===== config.mk =====
export PLATFORM = sky130hd
export DESIGN_NAME = spread_enc
export DESIGN_NICKNAME = d
export VERILOG_FILES = /design/src/rtl/spread_pkg.sv /design/src/rtl/spread_chip_ctr.sv /design/src/rtl/spread_enc.sv
export SDC_FILE = /design/constraint.sdc
export NUM_CORES = 1
export LEC_CHECK = 0
export ABC_AREA = 1
export CAP_MARGIN = 10
export CORE_ASPECT_RATIO = 0.9
export CORE_MARGIN = 2
export CORE_UTILIZATION = 37
export CTS_BUF_LIST = sky130_fd_sc_hd__clkbuf_8
export CTS_CLUSTER_DIAMETER = 120
export CTS_CLUSTER_SIZE = 16
export DETAILED_ROUTE_END_ITERATION = 16
export GPL_TIMING_DRIVEN = 0
export PLACE_DENSITY = 0.68
export SLEW_MARGIN = 20
export SYNTH_ARGS = -nofsm -noshare
export SYNTH_HDL_FRONTEND = slang
export SYNTH_SLANG_ARGS = --single-unit

===== constraint.sdc =====
create_clock -name clk -period 2.3 [get_ports clk]
set_clock_uncertainty 0.1 [all_clocks]
set_input_delay 0.46 -clock clk [delete_from_list [all_inputs] [get_ports clk]]
set_output_delay 0.46 -clock clk [all_outputs]
set_load 0.05 [all_outputs]

===== src/rtl/spread_pkg.sv =====
// Shared constants and state type for the DSSS spreading encoder.
// SPREAD_PREAMBLE_EN adds the PREAMBLE state.
package spread_pkg;

  localparam int          CHIP_LEN             = 31;
  localparam logic [30:0] TEMPLATE_DEFAULT     = 31'b0110101111000100110101111000100;
  localparam int          PREAMBLE_LEN_DEFAULT = 4;

  typedef enum logic [1:0] {
    IDLE   = 2'd0,
    SPREAD = 2'd1
`ifdef SPREAD_PREAMBLE_EN
    ,
    PREAMBLE = 2'd2
`endif
  } state_t;

endpackage


===== src/rtl/spread_chip_ctr.sv =====
// Chip index counter for one spreading symbol: counts 0..CHIP_LEN-1 and wraps.
// load forces 0 and has priority over en; last flags the final chip.
module spread_chip_ctr
  import spread_pkg::*;
(
  input  logic       clk,
  input  logic       rst_n,
  input  logic       load,
  input  logic       en,
  output logic [4:0] cnt,
  output logic       last
);

  localparam logic [4:0] LAST_IDX = 5'(CHIP_LEN - 1);

  assign last = (cnt == LAST_IDX);

  always_ff @(posedge clk) begin
    if (!rst_n) begin
      cnt <= 5'd0;
    end else if (load) begin
      cnt <= 5'd0;
    end else if (en) begin
      cnt <= last ? 5'd0 : cnt + 5'd1;
    end
  end

endmodule


===== src/rtl/spread_enc.sv =====
// DSSS spreading encoder: each accepted bit becomes 31 chips of TEMPLATE (inverted for 0).
// Macro SPREAD_PREAMBLE_EN prepends PREAMBLE_LEN all-ones symbols to each burst.
//
// Handshake: a bit is taken on a rising edge where data_valid && data_ready.
// data_ready is combinational (high in IDLE, or on chip 30 of a data symbol);
// the source must hold data_in stable while data_valid is high and not accepted.
module spread_enc
  import spread_pkg::*;
#(
  parameter logic [30:0] TEMPLATE     = TEMPLATE_DEFAULT,
  parameter int          PREAMBLE_LEN = PREAMBLE_LEN_DEFAULT
) (
  input  logic       clk,
  input  logic       rst_n,
  input  logic       data_in,
  input  logic       data_valid,
  output logic       data_ready,
  output logic [1:0] signal,
  output logic       chip_valid,
  output logic       sym_start,
  output logic       busy,
  output logic [1:0] dbg_state
);

  state_t     state, state_nx;
  logic       bit_q, bit_nx;
  logic [1:0] signal_nx;
  logic       chip_valid_nx, sym_start_nx, busy_nx;
  logic       ctr_load, ctr_en, chip_last;
  logic [4:0] chip_cnt;
  logic       accept;
`ifdef SPREAD_PREAMBLE_EN
  localparam logic [3:0] PRE_LAST = 4'(PREAMBLE_LEN - 1);
  logic [3:0] sym_cnt, sym_cnt_nx;
`endif

  // Chip value for index idx of a symbol carrying bit b.
  function automatic logic [1:0] chip_of(input logic [4:0] idx, input logic b);
    logic c;
    c = TEMPLATE[idx] ~^ b;
    return {c, c};
  endfunction

  spread_chip_ctr u_chip_ctr (
    .clk   (clk),
    .rst_n (rst_n),
    .load  (ctr_load),
    .en    (ctr_en),
    .cnt   (chip_cnt),
    .last  (chip_last)
  );

  assign data_ready = rst_n && ((state == IDLE) || ((state == SPREAD) && chip_last));
  assign accept     = data_valid && data_ready;
  assign dbg_state  = state;

  // Outputs are computed for the chip that will be shown after the next edge.
  always_comb begin
    state_nx      = state;
    bit_nx        = bit_q;
    signal_nx     = 2'b00;
    chip_valid_nx = 1'b0;
    sym_start_nx  = 1'b0;
    ctr_load      = 1'b0;
    ctr_en        = 1'b0;
`ifdef SPREAD_PREAMBLE_EN
    sym_cnt_nx    = sym_cnt;
`endif
    case (state)
      IDLE: begin
        if (accept) begin
          bit_nx        = data_in;
          ctr_load      = 1'b1;
          chip_valid_nx = 1'b1;
          sym_start_nx  = 1'b1;
`ifdef SPREAD_PREAMBLE_EN
          state_nx      = PREAMBLE;
          sym_cnt_nx    = 4'd0;
          signal_nx     = chip_of(5'd0, 1'b1);
`else
          state_nx      = SPREAD;
          signal_nx     = chip_of(5'd0, data_in);
`endif
        end
      end
      SPREAD: begin
        if (!chip_last) begin
          ctr_en        = 1'b1;
          chip_valid_nx = 1'b1;
          signal_nx     = chip_of(chip_cnt + 5'd1, bit_q);
        end else if (accept) begin
          bit_nx        = data_in;
          ctr_load      = 1'b1;
          chip_valid_nx = 1'b1;
          sym_start_nx  = 1'b1;
          signal_nx     = chip_of(5'd0, data_in);
        end else begin
          state_nx = IDLE;
          ctr_load = 1'b1;
        end
      end
`ifdef SPREAD_PREAMBLE_EN
      PREAMBLE: begin
        chip_valid_nx = 1'b1;
        if (!chip_last) begin
          ctr_en    = 1'b1;
          signal_nx = chip_of(chip_cnt + 5'd1, 1'b1);
        end else begin
          ctr_load     = 1'b1;
          sym_start_nx = 1'b1;
          if (sym_cnt == PRE_LAST) begin
            state_nx   = SPREAD;
            sym_cnt_nx = 4'd0;
            signal_nx  = chip_of(5'd0, bit_q);
          end else begin
            sym_cnt_nx = sym_cnt + 4'd1;
            signal_nx  = chip_of(5'd0, 1'b1);
          end
        end
      end
`endif
      default: begin
        state_nx = IDLE;
        ctr_load = 1'b1;
      end
    endcase
    busy_nx = (state_nx != IDLE);
  end

  always_ff @(posedge clk) begin
    if (!rst_n) begin
      state      <= IDLE;
      bit_q      <= 1'b0;
      signal     <= 2'b00;
      chip_valid <= 1'b0;
      sym_start  <= 1'b0;
      busy       <= 1'b0;
`ifdef SPREAD_PREAMBLE_EN
      sym_cnt    <= 4'd0;
`endif
    end else begin
      state      <= state_nx;
      bit_q      <= bit_nx;
      signal     <= signal_nx;
      chip_valid <= chip_valid_nx;
      sym_start  <= sym_start_nx;
      busy       <= busy_nx;
`ifdef SPREAD_PREAMBLE_EN
      sym_cnt    <= sym_cnt_nx;
`endif
    end
  end

endmodule


Word level (Yosys, flattened, before mapping)
Memory sizes are Yosys's and may differ from the RTL's.
Index checks and enable logic that the tools add are counted.
{"block": "op_classes", "n_eq_ne": 3, "bitwise": 3, "muxes": 21, "add_sub_neg": 1, "n_lt_le_gt_ge": 1, "reduce_logical": 9}
{"cell": "$mux W2", "count": 5}
{"cell": "$mux W1", "count": 9}
{"cell": "$pmux W1 S2", "count": 4}
{"cell": "$pmux W2 S2", "count": 2}
{"cell": "$lt A5 B6 Y1 const B", "count": 1}
{"cell": "$add A5 B1 Y5 const B", "count": 1}
{"cell": "$eq A5 B5 Y1 const B", "count": 1}
{"cell": "$mux W5", "count": 1}
{"cell": "$reduce_bool A2 Y1", "count": 2}
{"cell": "$logic_and A1 B1 Y1", "count": 3}
{"cell": "$eq A2 B1 Y1 const B", "count": 1}
{"cell": "$logic_not A2 Y1", "count": 1}
{"cell": "$ne A2 B2 Y1 const B", "count": 1}
{"cell": "$not A1 Y1", "count": 2}
{"cell": "$reduce_and A2 Y1", "count": 1}
{"cell": "$reduce_or A2 Y1", "count": 1}
{"cell": "$logic_or A1 B1 Y1", "count": 1}
{"cell": "$xnor A1 B1 Y1", "count": 1}
{"block": "totals", "n_memories": 1, "rom_bits": 32, "word_cells": 46, "out_inout_bits": 8, "register_bits": 13, "inputBits": 4}
{"name": "(no name shown)", "words": 32, "width": 1, "rd": 1, "rd_clocked_by_memory_dff": 0, "write_ports": 0, "line_no": "spread_enc.sv:40", "rtl": "c = TEMPLATE[idx] ~^ b;"}

Depth between registers and ports, before layout
{"block": "depth", "word_depth": 9, "mapped_depth": 13}

Cells and area by module
Synthesis repeated with hierarchy kept, for this count alone.
{"block": "hier_totals", "hier_cells": 117, "hier_area_um2": 785.8}
{"module": "spread_enc", "instances": 1, "cells_each": 78, "seq_area_each_um2": 140.1, "area_each_um2": 506.7}
{"module": "spread_chip_ctr", "instances": 1, "cells_each": 39, "seq_area_each_um2": 100.1, "area_each_um2": 279.0}

Worst setup path before layout
OpenSTA, ideal clock, no wires.
{"block": "synth_path", "path_kind": "register -> register", "startpoint": "register state[1], in the netlist dbg_state[1]", "endpoint": "register signal[0]", "path_stages_with_launch": 9, "required_ns": 2.134, "setup_ns": 0.066, "slack_ns": 0.412, "arrival_ns": 1.722, "period_less_slack_ns": 1.888, "cell_sequence": "dfxtp_1 -> or2_4 -> a21oi_4 -> nand2_4 -> nor2_4 -> nand3_1 -> nand2_1 -> nand2_1 -> a21oi_2"}
{"block": "synth_via", "elab_chain_cells": 8, "word_cells_on_any_way": 9}
{"item": "start: declaration", "line_no": "spread_enc.sv:25", "rtl": "state_t state, state_nx;"}
{"item": "start signal: assignment", "line_no": "spread_enc.sv:142", "rtl": "state <= state_nx;"}
{"item": "$eq A2 B1 Y1", "line_no": "spread_enc.sv:53", "rtl": "assign data_ready = rst_n && ((state == IDLE) || ((state == SPREAD) && chip_last));"}
{"item": "$logic_and A1 B1 Y1", "line_no": "spread_enc.sv:53"}
{"item": "$logic_or A1 B1 Y1 (*)", "line_no": "spread_enc.sv:53"}
{"item": "$logic_and A1 B1 Y1 (*)", "line_no": "spread_enc.sv:53"}
{"item": "net data_ready", "line_no": "spread_enc.sv:17", "rtl": "output logic data_ready,"}
{"item": "$logic_and A1 B1 Y1 (*)", "line_no": "spread_enc.sv:54", "rtl": "assign accept = data_valid && data_ready;"}
{"item": "$mux W2 (*)", "line_no": "spread_enc.sv:71, spread_enc.sv:91"}
{"item": "$mux W2", "line_no": "spread_enc.sv:87", "rtl": "if (!chip_last) begin"}
{"item": "$pmux W2 S2 (*)", "line_no": "spread_enc.sv:69", "rtl": "case (state)"}
{"item": "end signal: assignment", "line_no": "spread_enc.sv:144", "rtl": "signal <= signal_nx;"}
{"item": "end: declaration", "line_no": "spread_enc.sv:18", "rtl": "output logic [1:0] signal,"}
Mark *: on every way through the listed nets, which the timed path passes. The rest lies on a longest branch.
A chain may end at the register's enable or synchronous reset.

Worst setup path after layout
{"block": "layout_path", "startpoint": "input rst_n", "endpoint": "output data_ready"}
{"block": "layout_via", "elab_chain_cells": 1}
{"item": "start: declaration", "line_no": "spread_enc.sv:14", "rtl": "input logic rst_n,"}
{"item": "$logic_and A1 B1 Y1", "line_no": "spread_enc.sv:53"}
{"item": "end: declaration", "line_no": "spread_enc.sv:17"}
No other way between the ends.

==> flow_metrics.env <==
export IMPL_vias_per_cell=4.73
export IMPL_first_global_vias=584
export IMPL_drtIter0Drc=13
export IMPL_critPathMaxFanout=4
export IMPL_gp_congestion=0.922
export IMPL_period_needed_ns=2.24
export IMPL_dp_hpwl_mm=1.23
export IMPL_antenna_cells=0
export IMPL_finalCritPeriodShare=0.972
export IMPL_critical_path_arrival_ns=1.68
export IMPL_num_vias=696
export IMPL_wl_per_cell_um=10.3
export IMPL_final_common_cell="nand2_1"
export IMPL_start_kind="input port"
export IMPL_drt_wl_total_mm=1.51
export IMPL_timing_slew_headroom=0.667
export IMPL_synth_seq_cells=12
export IMPL_core_mm2=0.00195
export IMPL_cts_root_buf="clkbuf_8"
export IMPL_cts_buffers=3
export IMPL_rsz0062_at_grt="no"
export IMPL_clkSlewWorstSetupHoldPaths_ns=0.05
export IMPL_nFillCells=208
export IMPL_grt_pass1_wl_mm=2.55
export IMPL_drc_errors=0
export IMPL_cts_sinks=12
export IMPL_grt_max_degree=11
export IMPL_die_w_um=52.2
export IMPL_grt_use_total=0.148
export IMPL_final_cell_mix="32 x nand2_1, 14 x nand3_1, 13 x inv_1"
export IMPL_io_pins=12
export IMPL_synthCells=107
export IMPL_portBuffers=11
export IMPL_ir_drop_uv=331
export IMPL_crit_chain="clkdlybuf4s50_1 > inv_2 > or2_4 > a21oi_4 > buf_2"
export IMPL_r2r_start="u_chip_ctr.cnt[0]"
export IMPL_reg2reg_depth=13
export IMPL_path_buf_inv=3
export IMPL_worst_setup_path_type="input port to output port"
export IMPL_hold_violations=0
export IMPL_die_h_um=47.4
export IMPL_drive_gt1_frac=0.205
export IMPL_post_cts_repair_setup_buffers=0
export IMPL_p_leak_nw=0.442
export IMPL_hold_depth=2
export IMPL_syn2layout_area_growth_pct=24.7
export IMPL_end_kind="output port"
export IMPL_min_to="bit_q"
export IMPL_required_ns=1.74
export IMPL_ys_seq_area_frac=0.310
export IMPL_critPathTopFamily="buffers and inverters"
export IMPL_synth_distinct_cells=24
export IMPL_mappedNetlistNets=115
export IMPL_outcome="finished, final reports clean"
export IMPL_cp_depth=5
export IMPL_reg2reg_slack_ns=0.32
export IMPL_yosys_warnings=0
export IMPL_cpPeakStageDelay_ns=0.47
export IMPL_antenna_left=0
export IMPL_antenna_found_initial=0
export IMPL_grt_overflow_total=0
export IMPL_final_max_slew_viol_count=0
export IMPL_regToRegEndpoint="signal[0]"
export IMPL_dr_pass1_iters=4
export IMPL_maxCapViolCount=0
export IMPL_insertion_delay_ns=0.24
export IMPL_clk_path_buf_depth=2
export IMPL_worst_pin_slew_ns=0.499
export IMPL_fmax_mhz=447
export IMPL_nNetsFinal=131
export IMPL_syn_cell_area_um2=774
export IMPL_cts_tree="built"
export IMPL_final_setup_tns_ns=0
export IMPL_hp_class="flop to flop"
export IMPL_start_util=0.397
export IMPL_powerDensity_mw_per_mm2=535
export IMPL_crit_path_top_delay_cell="clkdlybuf4s50_1"
export IMPL_syn_area_per_cell_um2=7.24
export IMPL_rows=15
export IMPL_setup_viol=0
export IMPL_power_uw=517
export IMPL_htree_levels=1
export IMPL_die_area_mm2=0.00248
export IMPL_hp_start="bit_q"
==> metrics by stage <==
| stage | util | setup WS [ns] | hold WS [ns] | cells | cell area, um2 |
|---|---|---|---|---|---|
| after floorplan | - | 0.412 | 0.355 | 107 | 774 |
| after global placement | 0.469 | -0.478 | 0.378 | 143 | 916 |
| after detailed placement | 0.469 | -0.483 | 0.381 | 143 | 916 |
| after CTS | 0.495 | 0.0586 | 0.390 | 147 | 966 |
| after global routing | 0.495 | 0.0204 | 0.420 | 147 | 966 |
| final | 0.495 | 0.0646 | 0.394 | 147 | 966 |
==> Yosys cell counts <==
cell type | number | area share
nand2_1 | 32 | 0.16
a21oi_4 | 1 | 0.021
nor2_4 | 2 | 0.029
a21oi_1 | 3 | 0.019
o21ai_1 | 1 | 0.0065
nand3_4 | 1 | 0.023
or2_4 | 1 | 0.011
ha_1 | 4 | 0.065
buf_4 | 1 | 0.0097
nand4_1 | 2 | 0.016
nand2_2 | 1 | 0.0081
inv_2 | 3 | 0.015
inv_1 | 13 | 0.063
nor2_1 | 1 | 0.0048
conb_1 | 1 | 0.0048
nand2_4 | 2 | 0.029
dfxtp_1 | 12 | 0.31
nand3_1 | 14 | 0.090
o21ai_0 | 2 | 0.013
a21oi_2 | 5 | 0.057
buf_6 | 1 | 0.015
a211oi_1 | 1 | 0.0097
nand3b_1 | 1 | 0.0097
inv_4 | 2 | 0.016
==> worst reg2reg max path, delay by kind of cell, from the launching register on <==
| family | cells | cell delay (ns) |
|---|---|---|
| simple gates | 9 | 0.61 |
| flops | 1 | 0.51 |
| buf+inv | 2 | 0.25 |
| compound gates | 1 | 0.10 |
| fa+ha+maj | 1 | 0.35 |
==> area by class of cell <==
class / instances / area [um2] / area share
Buffer: 2 / 18.8 / 0.0194
Timing Repair Buffer: 11 / 105 / 0.109
Sequential cell: 12 / 240 / 0.249
Tap cell: 25 / 31.3 / 0.0324
Clock buffer: 4 / 55.1 / 0.0570
Multi-Input combinational cell: 75 / 443 / 0.459
Inverter: 18 / 72.6 / 0.0751
==> logic make-up after synthesis <==
group	synth area share
other	0.00484
flip-flops	0.310
adder cells (fa/ha/maj)	0.0646
AO/OA/AOI/OAI	0.126
AND/OR/NAND/NOR	0.376
buffers and inverters	0.118
==> registers in the layout, indices dropped and copies added, names as in the netlist <==
register,count
bit_q,1
sym_start,1
signal,1
busy,1
u_chip_ctr.cnt,5
chip_valid,1
dbg_state,2
==> how the worst max path moves through the flow <==
stage / start / to
2_1_floorplan: dbg_state[1] / signal[0]
6_report: rst_n / data_ready
4_1_cts: rst_n / data_ready
5_1_grt: rst_n / data_ready
3_3_place_gp: rst_n / data_ready
3_5_place_dp: rst_n / data_ready
==> where the power goes <==
part           internal, mW  switching (mW)
sequential            0.214         0.00551
combinational        0.0239          0.0445
clock                 0.151          0.0778
total                 0.389           0.128
==> per-layer routing <==
layer | GRT usage | vias up | part of all wire
met5 | 0 | - | 0
met4 | 0.0615 | 0 | 0.0093
met3 | 0.0573 | 4 | 0.052
met2 | 0.223 | 14 | 0.45
met1 | 0.192 | 309 | 0.49
li1 | - | 369 | -
==> what timing repair did <==
item	4_1_cts	5_1_grt
hold buffers	0	0
resized for setup	5	0
endpoints found under the setup margin	1	0
No activity file was read; power rests on OpenSTA's default activity.
